### src/rtl/mc_control_fsm_if.sv
// Memory-port handshake between the control FSM (master) and the unified memory (slave).
interface mc_control_fsm_if;
  logic req;      // request valid
  logic we;       // request is a write
  logic adr_src;  // 0: address = PC, 1: address = ALUOut
  logic ready;    // memory completes the current request this cycle

  modport master (
    output req,
    output we,
    output adr_src,
    input  ready
  );

  modport slave (
    input  req,
    input  we,
    input  adr_src,
    output ready
  );
endinterface

### src/rtl/mc_control_fsm.sv
// Multicycle RV32I control FSM: sequences the shared ALU, unified memory port and datapath
// registers, decoding opcode/funct3 into per-state selects, write enables and imm type.

typedef enum logic [2:0] {
  IMM_I = 3'd0,
  IMM_S = 3'd1,
  IMM_B = 3'd2,
  IMM_U = 3'd3,
  IMM_J = 3'd4
} imm_src_t;

module mc_control_fsm #(
  parameter int unsigned MEM_TIMEOUT = 255
) (
  input  logic                    i_clk,
  input  logic                    i_rst,
  input  logic [6:0]              i_op,
  input  logic [2:0]              i_funct3,
  input  logic                    i_zero,
  input  logic                    i_lt,
  input  logic                    i_ltu,
  mc_control_fsm_if.master        mem,
  output logic                    o_ir_write,
  output logic                    o_pc_write,
  output logic                    o_reg_write,
  output logic [1:0]              o_result_src,
  output logic [1:0]              o_alu_src_a,
  output logic [1:0]              o_alu_src_b,
  output logic [1:0]              o_alu_op,
  output imm_src_t                o_imm_src,
  output logic                    o_fault,
  output logic [3:0]              o_state
);

  localparam logic [6:0] OpLoad   = 7'b0000011;
  localparam logic [6:0] OpStore  = 7'b0100011;
  localparam logic [6:0] OpReg    = 7'b0110011;
  localparam logic [6:0] OpImm    = 7'b0010011;
  localparam logic [6:0] OpBranch = 7'b1100011;
  localparam logic [6:0] OpJal    = 7'b1101111;
  localparam logic [6:0] OpJalr   = 7'b1100111;
  localparam logic [6:0] OpLui    = 7'b0110111;
  localparam logic [6:0] OpAuipc  = 7'b0010111;

  // Counter only needs to reach MEM_TIMEOUT-1.
  localparam int unsigned    CntW    = (MEM_TIMEOUT > 2) ? $clog2(MEM_TIMEOUT) : 1;
  localparam logic [CntW-1:0] CntLast = CntW'(MEM_TIMEOUT - 1);

  typedef enum logic [3:0] {
    StIdle, StFetch, StDecode, StMemAdr, StMemRead, StMemWb, StMemWrite, StExecR,
    StExecI, StAluWb, StBranch, StJal, StJalr, StLink, StLui, StTrap
  } state_e;

  state_e          state_q, state_d;
  logic [CntW-1:0] cnt_q, cnt_d;
  logic            taken, bad_branch, limit;
  logic            mem_req, mem_we, adr_src;

  assign limit = (MEM_TIMEOUT != 0) && (cnt_q == CntLast);

  // Branch condition from funct3; 010/011 are not valid branch encodings.
  always_comb begin
    taken      = 1'b0;
    bad_branch = 1'b0;
    case (i_funct3)
      3'b000:  taken = i_zero;
      3'b001:  taken = ~i_zero;
      3'b100:  taken = i_lt;
      3'b101:  taken = ~i_lt;
      3'b110:  taken = i_ltu;
      3'b111:  taken = ~i_ltu;
      default: bad_branch = 1'b1;
    endcase
  end

  // Next state, per-state controls (pc/ir write are Mealy) and the wait counter.
  always_comb begin
    state_d      = state_q;
    mem_req      = 1'b0;
    mem_we       = 1'b0;
    adr_src      = 1'b0;
    o_ir_write   = 1'b0;
    o_pc_write   = 1'b0;
    o_reg_write  = 1'b0;
    o_result_src = 2'b00;
    o_alu_src_a  = 2'b00;
    o_alu_src_b  = 2'b00;
    o_alu_op     = 2'b00;
    o_imm_src    = IMM_I;
    o_fault      = 1'b0;
    unique case (state_q)
      StIdle: state_d = StFetch;
      StFetch: begin
        mem_req      = 1'b1;
        o_alu_src_b  = 2'b10;
        o_result_src = 2'b10;
        if (mem.ready) begin
          o_ir_write = 1'b1;
          o_pc_write = 1'b1;
          state_d    = StDecode;
        end else if (limit) begin
          state_d = StTrap;
        end
      end
      StDecode: begin
        o_alu_src_a = 2'b01;
        o_alu_src_b = 2'b01;
        case (i_op)
          OpStore:         o_imm_src = IMM_S;
          OpBranch:        o_imm_src = IMM_B;
          OpJal:           o_imm_src = IMM_J;
          OpLui, OpAuipc:  o_imm_src = IMM_U;
          default:         o_imm_src = IMM_I;
        endcase
        case (i_op)
          OpLoad, OpStore: state_d = StMemAdr;
          OpReg:           state_d = StExecR;
          OpImm:           state_d = StExecI;
          OpBranch:        state_d = StBranch;
          OpJal:           state_d = StJal;
          OpJalr:          state_d = StJalr;
          OpLui:           state_d = StLui;
          OpAuipc:         state_d = StAluWb;
          default:         state_d = StTrap;
        endcase
      end
      StMemAdr: begin
        o_alu_src_a = 2'b10;
        o_alu_src_b = 2'b01;
        o_imm_src   = (i_op == OpStore) ? IMM_S : IMM_I;
        state_d     = (i_op == OpStore) ? StMemWrite : StMemRead;
      end
      StMemRead: begin
        mem_req = 1'b1;
        adr_src = 1'b1;
        if (mem.ready)  state_d = StMemWb;
        else if (limit) state_d = StTrap;
      end
      StMemWb: begin
        o_result_src = 2'b01;
        o_reg_write  = 1'b1;
        state_d      = StFetch;
      end
      StMemWrite: begin
        mem_req = 1'b1;
        mem_we  = 1'b1;
        adr_src = 1'b1;
        if (mem.ready)  state_d = StFetch;
        else if (limit) state_d = StTrap;
      end
      StExecR: begin
        o_alu_src_a = 2'b10;
        o_alu_op    = 2'b10;
        state_d     = StAluWb;
      end
      StExecI: begin
        o_alu_src_a = 2'b10;
        o_alu_src_b = 2'b01;
        o_alu_op    = 2'b10;
        state_d     = StAluWb;
      end
      StAluWb: begin
        o_reg_write = 1'b1;
        state_d     = StFetch;
      end
      StBranch: begin
        o_alu_src_a = 2'b10;
        o_alu_op    = 2'b01;
        if (bad_branch) begin
          state_d = StTrap;
        end else begin
          o_pc_write = taken;
          state_d    = StFetch;
        end
      end
      StJal: begin
        // PC <= target on the result bus while the ALU forms oldPC+4 for the link.
        o_alu_src_a = 2'b01;
        o_alu_src_b = 2'b10;
        o_pc_write  = 1'b1;
        state_d     = StAluWb;
      end
      StJalr: begin
        o_alu_src_a  = 2'b10;
        o_alu_src_b  = 2'b01;
        o_result_src = 2'b10;
        o_pc_write   = 1'b1;
        state_d      = StLink;
      end
      StLink: begin
        o_alu_src_a = 2'b01;
        o_alu_src_b = 2'b10;
        state_d     = StAluWb;
      end
      StLui: begin
        o_imm_src    = IMM_U;
        o_result_src = 2'b11;
        o_reg_write  = 1'b1;
        state_d      = StFetch;
      end
      StTrap: o_fault = 1'b1;
    endcase
    cnt_d = (mem_req && !mem.ready) ? cnt_q + CntW'(1) : '0;
  end

  // State and wait-counter registers.
  always_ff @(posedge i_clk or posedge i_rst) begin
    if (i_rst) begin
      state_q <= StIdle;
      cnt_q   <= '0;
    end else begin
      state_q <= state_d;
      cnt_q   <= cnt_d;
    end
  end

  assign mem.req     = mem_req;
  assign mem.we      = mem_we;
  assign mem.adr_src = adr_src;
  assign o_state     = state_q;

endmodule

### src/flat_wrapper.sv
// flat-port wrapper written by rule: the top's interface ports become plain ports
module mc_control_fsm_flat 
#(
  parameter int unsigned MEM_TIMEOUT = 255
)
  (i_clk, i_rst, i_op, i_funct3, i_zero, i_lt, i_ltu, o_ir_write, o_pc_write, o_reg_write, o_result_src, o_alu_src_a, o_alu_src_b, o_alu_op, o_imm_src, o_fault, o_state, mem_req, mem_we, mem_adr_src, mem_ready);
  mc_control_fsm_if mem_i ();
  input  logic i_clk;
  input  logic i_rst;
  input  logic [6:0] i_op;
  input  logic [2:0] i_funct3;
  input  logic i_zero;
  input  logic i_lt;
  input  logic i_ltu;
  output logic o_ir_write;
  output logic o_pc_write;
  output logic o_reg_write;
  output logic [1:0] o_result_src;
  output logic [1:0] o_alu_src_a;
  output logic [1:0] o_alu_src_b;
  output logic [1:0] o_alu_op;
  output imm_src_t o_imm_src;
  output logic o_fault;
  output logic [3:0] o_state;
  output wire logic [$bits(mem_i.req)-1:0] mem_req;
  output wire logic [$bits(mem_i.we)-1:0] mem_we;
  output wire logic [$bits(mem_i.adr_src)-1:0] mem_adr_src;
  input wire logic [$bits(mem_i.ready)-1:0] mem_ready;
  assign mem_req = mem_i.req;
  assign mem_we = mem_i.we;
  assign mem_adr_src = mem_i.adr_src;
  assign mem_i.ready = mem_ready;
  mc_control_fsm #(.MEM_TIMEOUT(MEM_TIMEOUT)) u_core (.i_clk(i_clk), .i_rst(i_rst), .i_op(i_op), .i_funct3(i_funct3), .i_zero(i_zero), .i_lt(i_lt), .i_ltu(i_ltu), .mem(mem_i), .o_ir_write(o_ir_write), .o_pc_write(o_pc_write), .o_reg_write(o_reg_write), .o_result_src(o_result_src), .o_alu_src_a(o_alu_src_a), .o_alu_src_b(o_alu_src_b), .o_alu_op(o_alu_op), .o_imm_src(o_imm_src), .o_fault(o_fault), .o_state(o_state));
endmodule
### config.mk
export PLATFORM = sky130hd
export DESIGN_NAME = mc_control_fsm_flat
export DESIGN_NICKNAME = d
export VERILOG_FILES = /design/src/rtl/mc_control_fsm_if.sv /design/src/rtl/mc_control_fsm.sv /design/src/flat_wrapper.sv
export SDC_FILE = /design/constraint.sdc
export NUM_CORES = 1
export LEC_CHECK = 0
export ABC_AREA = 0
export ABC_CLOCK_PERIOD_IN_PS = 2600
export CAP_MARGIN = 20
export CELL_PAD_IN_SITES_DETAIL_PLACEMENT = 1
export CELL_PAD_IN_SITES_GLOBAL_PLACEMENT = 1
export CORE_MARGIN = 1
export CORE_UTILIZATION = 32
export CTS_CLUSTER_DIAMETER = 40
export DETAILED_ROUTE_END_ITERATION = 10
export PLACE_DENSITY_LB_ADDON = 0.3
export RECOVER_POWER = 100
export SYNTH_ARGS = -nofsm -noshare
export SYNTH_HDL_FRONTEND = slang
export SYNTH_SLANG_ARGS = --single-unit
### constraint.sdc
create_clock -name i_clk -period 2.6 [get_ports i_clk]
set_input_delay 0.78 -clock i_clk [delete_from_list [all_inputs] [get_ports i_clk]]
set_output_delay 0.78 -clock i_clk [all_outputs]
set_load 0.02 [all_outputs]
Word level (Yosys, flattened, before mapping) --
Index checks and enable logic that the tools add are counted.
Cells by class: divide/modulo/power cells 0, bitwise operators 3, shift-type cells 0, $add $sub $neg 1, muxes and demuxes 26, multipliers 0, eq/ne operators 30, reduce and logical (&&, ||, !) cells 20, magnitude comparators 0
Operators with widths (count):
- $pmux 4 s9 | 1
- $eq 4x4->1 const B | 8
- $pmux 4 s8 | 1
- $eq 7x6->1 const B | 3
- $eq 7x7->1 const B | 3
- $mux 4 | 5
- $eq 4x3->1 const B | 4
- $eq 7x5->1 const B | 2
- $eq 3x3->1 const B | 4
- $pmux 2 s2 | 3
- $pmux 3 s4 | 1
- $reduce_or 2->1 | 6
- $reduce_or 3->1 | 4
- $reduce_or 4->1 | 3
- $mux 1 | 9
- $pmux 3 s3 | 1
- $reduce_bool 9->1 | 1
- $add 8x1->8 const B | 1
- $eq 4x2->1 const B | 2
- $eq 8x8->1 const B | 1
- $mux 8 | 1
- $eq 7x2->1 const B | 1
- $pmux 1 s6 | 1
- $pmux 2 s3 | 1
- other kinds (11) | 13
Storage, ports and cells: output and inout port bits 22, register bits 12, bits in latches 0, bits in read-only memories 0, input port bits 16, logic and storage cells 82, memories kept 0, memory bits (writable) 0

Logic depth before layout (Yosys ltp) --
Gate-level depths: netlist (run 1).
word-level depth 5, depth in mapped cells 6

Worst setup path after synthesis (run 1) --
No wires, ideal clock.
path type in2out, from in i_op[2], to out o_imm_src[0], slack 0.064 ns, required time 1.820 ns, arrival time 1.756 ns, path buffers 0, stages 4, path through or4_4 > o21ai_0 > nand2_1 > o21ai_0
On the way: word-level cells in the longest chain between the ends 4, elaborated cells on any way between the ends 9, those cells by class eq/ne: 5; mux: 3; reduce/logical: 1
RTL lines:
- start: declaration | line flat_wrapper.sv:10 | input logic [6:0] i_op;
- $eq 7x6->1 or $eq 7x5->1 (tied branches) | line mc_control_fsm.sv:108 | case (i_op)
- $reduce_or 2->1 | line mc_control_fsm.sv:108
- $pmux 3 s4 | line mc_control_fsm.sv:108
- $pmux 3 s3 * | line mc_control_fsm.sv:91 | unique case (state_q)
- end: declaration | line flat_wrapper.sv:22 | output imm_src_t o_imm_src;
Mark *: on every way between the ends. The rest lies on a longest branch, timed or not.

Worst setup path in the final report (run 1) --
from in i_op[3], to out o_imm_src[0]
The elaborated chain is that of the path after synthesis.

==> summary.log, run 1 <==
[drt] count of unresolved DRC violations after routing 0
[final_layout] area taken by multi-input logic gates 808 um^2
[clocking] number of buffers added to fix hold violations after cts 0
[clocking] Worst-path clk slew 80 ps
[grt] pin count of the biggest net entering global routing 14
[sta] fin worst setup slack -13.5 ps
[job] Max Cap Violations 0
[sta] Post-Route Hold Slack 553 ps
[floorplan] I/O pin total 38
[worst_setup_path] Reg2Reg Depth 5
[logic_synthesis] Distinct cells, synth 49
[clocking] clock insertion delay at the later pin of the skew report 280 ps
[logic_synthesis] sequential share of the synthesized area 0.260
[drt] detailed-routing wirelength on met1 1910 um
[logic_synthesis] dominant synthesized flop cell sky130_fd_sc_hd__dfrtp_1
[grt] total global routing overflow 0
[pwr] Final Total Pwr 1.55 mW
[clocking] clock root buffer master sky130_fd_sc_hd__clkbuf_4
[logic_synthesis] Net Count, Synth 170
[drt] total wire length after detailed routing 4540 um
[grt] first-pass GRT wire length 7520 um
[worst_setup_path] startpoint type of the worst setup path input port
[status] result of the run finished with violations
[sta] fmax 383 MHz
[logic_synthesis] cell area after synthesis 1160 um^2
[sta] worst clock skew on the final layout 2.17 ps
[final_layout] antenna diode count 0
[clocking] deepest level of the CTS H-tree 1
[clocking] Longest Clk Path Bufs 2
[worst_setup_path] Worst setup startpoint i_op[3]
[final_layout] flip-flop and latch area 304 um^2
[logic_synthesis] Cells after Synth 152
[placement] Port-buffer cells 37
[drt] antenna-violating nets left 0
[worst_setup_path] worst setup path category input port to primary output
[sta] Relative slew margins 0.404
[sta] setup repair after global routing missed its margin yes
[floorplan] count of standard-cell rows 21
[logic_synthesis] share of synthesized registers carrying an async set or reset 1.00
[worst_setup_path] critical path capture point type primary output
[floorplan] starting utilization of the core area 0.341
[worst_setup_path] endpoint of the worst-slack reg-to-reg timing path u_core.cnt_q[2]
[sta] post-route minimum period 2610 ps
[status] failing checks negative setup slack
[worst_setup_path] Reg-to-Reg Start u_core.o_state[2]
[logic_synthesis] number of flops mapped to enable cells by yosys 0
[logic_synthesis] leading cell types by total area after synthesis sky130_fd_sc_hd__dfrtp_1 26%, sky130_fd_sc_hd__nor2_1 7.1%, sky130_fd_sc_hd__nand2_1 6.2%, sky130_fd_sc_hd__xor2_1 6.1%, sky130_fd_sc_hd__o21ai_0 5.2%
[sta] number of endpoints with negative hold slack in the final report 0
[final_layout] commonest cells after routing, fill and taps aside 39 x sky130_fd_sc_hd__buf_4, 20 x sky130_fd_sc_hd__nor2_1, 18 x sky130_fd_sc_hd__nand2_1, 12 x sky130_fd_sc_hd__dlygate4sd2_1
[logic_synthesis] library cell with the largest summed area after synthesis sky130_fd_sc_hd__dfrtp_1
[floorplan] die outline width 62.1 um
[floorplan] area of the die 3860 um^2
[logic_synthesis] flops & latches, synth 12
[final_layout] proportion of layout cells with a drive suffix above 1 0.360
[drt] number of DRC markers after the initial detailed-route iteration 39
[sta] number of max-slew violations in the final report 0
[floorplan] Die Span Y 62.1 um
[sta] slew at the pin closest to its max-slew limit 884 ps
[clocking] total clock buffers created by CTS 3
[clocking] TritonCTS clock tree done
[worst_setup_path] CP Data Required Time 1820 ps
[worst_setup_path] highest net fanout along the worst path 2
[drt] routed wl met2 2400 um
[final_layout] net count reported at finish 247
[drt] WL per Instance 16.6 um
[floorplan] Placeable Area 3390 um^2
[grt] number of global-route vias before repair 1521
[worst_setup_path] worst setup path endpoint o_imm_src[0]
[final_layout] most common cell after layout, fill and taps aside sky130_fd_sc_hd__buf_4
[logic_synthesis] total of warnings raised by yosys 0
[placement] final HPWL from detailed placement 3320 um
[sta] Final Cycle Share 1.01
[grt] initial antenna violation count 0
[drt] first-pass detailed-route iteration total 4
[final_layout] area growth from synthesis to layout 60.9%
[sta] setup-violating endpoint count in the final report 1
[drt] total via count in the routed design 1449
[pwr] worst vdd ir 0.000366 V
[worst_setup_path] register-to-register setup slack 720 ps
[clocking] number of sinks driven by the clock tree 12
[pwr] Pwr per Cell Area 833 nW/um^2
[pwr] static power due to leakage 0.875 nW
[logic_synthesis] area fraction of the dominant cell type after synthesis 0.260
[placement] RePlAce Congestion 0.911
[final_layout] count of fill cells added during filler insertion 425
[drt] Top Metal Used met4
[worst_setup_path] worst endpoint data arrival time 1830 ps
[placement] worst slack at placement -877 ps
[drt] amount of wire on met3 after detailed routing 147 um
[grt] global-route total usage across every layer 0.244
[logic_synthesis] syn avg cell area 7.61 um^2
[min_path] Hold WC Path Type flip-flop to flip-flop
[drt] Avg Vias per Cell 5.29
[final_layout] share of the core filled with cells 0.549
## sequential cells by signal, summed over array words and instances, names as in the netlist
register,count
u_core.cnt_q,8
u_core.o_state,4
## cells by family (layout without fill, tap and decap cells)
family          count (synthesis)  in the layout  share of synthesized area
compound gates                 39             39                      0.219
flops                          12             12                      0.260
fa+ha+maj                       2              2                     0.0216
xor+xnor                       10             10                     0.0758
simple gates                   76             76                      0.333
mux                             2              2                     0.0173
buf+inv                        11             87                     0.0736
## stage by stage
stage | cell area, um^2 | setup TNS, ps | instances
CTS | 1840 | -47.4 | 272
global route | 1860 | -132 | 274
detailed placement | 1760 | -3260 | 261
global placement | 1760 | -3120 | 261
finish | 1860 | -13.5 | 274
floorplan | 1160 | 0 | 152
## cell type report
type | instances | area share
multi-input cells | 129 | 0.434
repair buffers | 79 | 0.344
flip-flops and latches | 12 | 0.163
well taps | 46 | 0.0309
clock buffers | 4 | 0.0195
inverters | 4 | 0.00807
## where the power goes
| group | internal [mW] | switching [mW] |
|---|---|---|
| combinational | 0.498 | 0.603 |
| sequential | 0.224 | 0.0751 |
| clock | 0.0852 | 0.0649 |
| total | 0.807 | 0.743 |
## cells in the mapped netlist (3+ instances only)
library cell,number
sky130_fd_sc_hd__a21oi_1,9
sky130_fd_sc_hd__o21ai_0,12
sky130_fd_sc_hd__nor3_1,3
sky130_fd_sc_hd__buf_6,3
sky130_fd_sc_hd__nand3_1,9
sky130_fd_sc_hd__dfrtp_1,12
sky130_fd_sc_hd__nand2_1,19
sky130_fd_sc_hd__inv_1,4
sky130_fd_sc_hd__xor2_1,8
sky130_fd_sc_hd__nor2b_1,3
sky130_fd_sc_hd__nand2b_1,3
sky130_fd_sc_hd__nor2_1,22
## routing by layer
layer | vias up | global-route usage
met1 | 715 | 0.293
li1 | 693 | -
met4 | 0 | 0.0814
met3 | 9 | 0.0441
met2 | 32 | 0.434
met5 | - | 0
## worst min path at each step
stage	from	to	cells past startpoint
2_1_floorplan	u_core.cnt_q[0]	u_core.cnt_q[0]	1
3_3_place_gp	u_core.cnt_q[5]	u_core.cnt_q[5]	2
3_5_place_dp	u_core.cnt_q[0]	u_core.cnt_q[0]	1
4_1_cts	u_core.cnt_q[0]	u_core.cnt_q[0]	1
5_1_grt	u_core.cnt_q[0]	u_core.cnt_q[0]	1
6_report	u_core.cnt_q[0]	u_core.cnt_q[0]	1
## critical path, stage by stage
cell and delay, ps:
sky130_fd_sc_hd__buf_6 100, sky130_fd_sc_hd__or4_4 540, sky130_fd_sc_hd__o21ai_2 140, sky130_fd_sc_hd__nand2_1 60, sky130_fd_sc_hd__o21ai_1 60, sky130_fd_sc_hd__buf_4 150
## what timing repair did
action / 4_1_cts / 5_1_grt
gates resized for setup: 77 / 26
setup buffers: 7 / 2
setup endpoints to repair: 18 / 9
pin swaps: 12 / 11
(Power assumes the default switching activity.)
==> run 2, diff against run 1 <==
- RECOVER_POWER: 100 -> 50
- SLEW_MARGIN: unset -> 10
==> run 2 against run 1 <==
Net effect: fmax about the same; clock power about the same; hold slack about the same; die area unchanged; highest routed layer unchanged; first-iteration DRC count unchanged; via count down 0.14%; critical path depth unchanged; flip-flop and latch count unchanged; clock-buffer cell count unchanged; the run still ends with negative setup slack left; core utilization up 0.15 points; critical endpoint unchanged; total power about the same.
==> summary.log, run 2 (synthesis results as in run 1) <==
[worst_setup_path] Critical Path Stages 6
[drt] antenna-violating nets left 0
[worst_setup_path] worst endpoint data arrival time 1830 ps
[final_layout] commonest cells after routing, fill and taps aside 39 x sky130_fd_sc_hd__buf_4, 20 x sky130_fd_sc_hd__nor2_1, 18 x sky130_fd_sc_hd__nand2_1, 12 x sky130_fd_sc_hd__dlygate4sd2_1
[sta] post-route minimum period 2610 ps
[worst_setup_path] cells along the critical path buf_6 -> or4_4 -> o21ai_2 -> nand2_1 -> o21ai_1 -> buf_4
[placement] final HPWL from detailed placement 3320 um
[final_layout] share of the core filled with cells 0.550
[worst_setup_path] worst setup path category input port to primary output
[placement] Port-buffer cells 37
[clocking] Longest Clk Path Bufs 2
[grt] number of global-route vias before repair 1521
[pwr] Final Total Pwr 1.55 mW
[sta] Final Cycle Share 1.01
[min_path] Min-Delay Startpoint u_core.cnt_q[0]
[worst_setup_path] Worst setup startpoint i_op[3]
[final_layout] most common cell after layout, fill and taps aside sky130_fd_sc_hd__buf_4
[drt] Avg Vias per Cell 5.28
[floorplan] count of standard-cell rows 21
[min_path] hold path cells 1
[final_layout] proportion of layout cells with a drive suffix above 1 0.364
[sta] setup-violating endpoint count in the final report 1
[final_layout] number of non-filler instances in the completed layout 274
[sta] fmax 383 MHz
[sta] Total Neg Setup Slack -13.1 ps
[pwr] part of the power in combinational logic 0.710
[worst_setup_path] Reg2Reg Depth 5
[pwr] worst vdd ir 0.000366 V
[sta] worst clock skew on the final layout 2.28 ps
[sta] setup repair after global routing missed its margin yes
[placement] total placed cells including tap cells 261
[worst_setup_path] Slowest-stage cell, CP sky130_fd_sc_hd__or4_4
[sta] number of endpoints with negative hold slack in the final report 0
[final_layout] flip-flop count of the largest register, all copies and words added 8
[sta] slew at the pin closest to its max-slew limit 884 ps
[floorplan] Placeable Area 3390 um^2
[worst_setup_path] startpoint type of the worst setup path input port
[worst_setup_path] critical path capture point type primary output
[worst_setup_path] worst setup path endpoint o_imm_src[0]
[floorplan] area of the die 3860 um^2
[pwr] Internal Pwr Total 807 uW
[pwr] Switching Share 0.479
[drt] count of unresolved DRC violations after routing 0
[clocking] total clock buffers created by CTS 3
[pwr] Pwr per Cell Area 831 nW/um^2
[sta] number of max-slew violations in the final report 0
[placement] RePlAce Congestion 0.911
[worst_setup_path] biggest cell delay along the critical path 540 ps
[status] failing checks negative setup slack
[final_layout] register with the most flip-flops u_core.cnt_q
[drt] WL per Instance 16.6 um
[drt] first-pass detailed-route iteration total 4
[grt] pin count of the biggest net entering global routing 14
[worst_setup_path] register-to-register setup slack 720 ps
[floorplan] Die Span Y 62.1 um
[worst_setup_path] highest net fanout along the worst path 2
[placement] placed standard-cell area 1760 um^2
[sta] Post-Route Hold Slack 553 ps
[sta] fin worst setup slack -13.1 ps
[worst_setup_path] total buffers and inverters traversed by the critical path 2
[clocking] deepest level of the CTS H-tree 1
[floorplan] I/O pin total 38
[drt] total wire length after detailed routing 4540 um
[grt] global-route total usage across every layer 0.244
[clocking] number of sinks driven by the clock tree 12
[final_layout] post-route cell area 1870 um^2
[pwr] Net Sw Power 743 uW
[floorplan] starting utilization of the core area 0.341
[sta] Relative slew margins 0.404
[pwr] clock network fraction of total power 0.097
[worst_setup_path] CP Data Required Time 1820 ps
[worst_setup_path] endpoint of the worst-slack reg-to-reg timing path u_core.cnt_q[2]
[pwr] static power due to leakage 0.876 nW
[clocking] TritonCTS clock tree done
[job] Max Cap Violations 0
[status] result of the run finished with violations
[worst_setup_path] family with the most delay on the worst path simple AND/OR/NAND/NOR gates
[final_layout] area growth from synthesis to layout 61.4%
[final_layout] antenna diode count 0
[grt] first-pass GRT wire length 7520 um
[grt] initial antenna violation count 0
[clocking] clock insertion delay at the later pin of the skew report 280 ps
[placement] worst slack at placement -877 ps
[drt] total via count in the routed design 1447
[grt] total global routing overflow 0
[clocking] clock root buffer master sky130_fd_sc_hd__clkbuf_4
[final_layout] net count reported at finish 247
[floorplan] die outline width 62.1 um
[pwr] sequential cell fraction of total power 0.193
[clocking] Worst-path clk slew 80 ps
[worst_setup_path] Reg-to-Reg Start u_core.o_state[2]
[final_layout] count of fill cells added during filler insertion 425
[min_path] Hold WC Path Type flip-flop to flip-flop
[drt] number of DRC markers after the initial detailed-route iteration 39
==> run 2: cell counts in the layout (fill, tap and decap cells not counted) <==
No cell type changed its count.
==> run 2: worst min-delay path by stage <==
stage / endpoint / slack [ps]
CTS: u_core.cnt_q[0] / 560
finish: u_core.cnt_q[0] / 550
global route: u_core.cnt_q[0] / 590
floorplan: u_core.cnt_q[0] / 490
detailed placement: u_core.cnt_q[0] / 550
global placement: u_core.cnt_q[5] / 520
==> run 2: routing by layer <==
layer / vias to the layer above / share of wire / GRT usage
li1: 693 / - / -
met1: 715 / 0.42 / 0.293
met2: 30 / 0.53 / 0.434
met3: 9 / 0.031 / 0.0441
met4: 0 / 0.018 / 0.0814
met5: - / 0 / 0
==> run 2: area by class of cell <==
type                    count  area [um^2]  share of cell area
clock buffers               4         36.3              0.0195
inverters                   4         15.0             0.00805
multi-input cells         129          813               0.436
flip-flops and latches     12          304               0.163
well taps                  46         57.6              0.0309
repair buffers             79          639               0.343
==> run 2: power groups by stage <==
stage / Clock, mW / Combinational (mW) / Sequential (mW)
floorplan: 0 / 0.583 / 0.286
global placement: 0 / 1.05 / 0.298
CTS: 0.151 / 1.06 / 0.303
detailed placement: 0 / 1.08 / 0.305
global route: 0.161 / 1.18 / 0.304
finish: 0.150 / 1.10 / 0.299
==> run 2: repair_timing <==
action,4_1_cts,5_1_grt
resized for setup,77,26
pin swaps,12,11
setup buffers,7,2
hold buffers,0,0
endpoints found under the setup margin,18,9
==> run 3, diff against run 2 <==
- CTS_CLUSTER_SIZE: unset -> 24
==> results of run 3 <==
The final DEF is identical to that of run 2; final timing and power are the same.
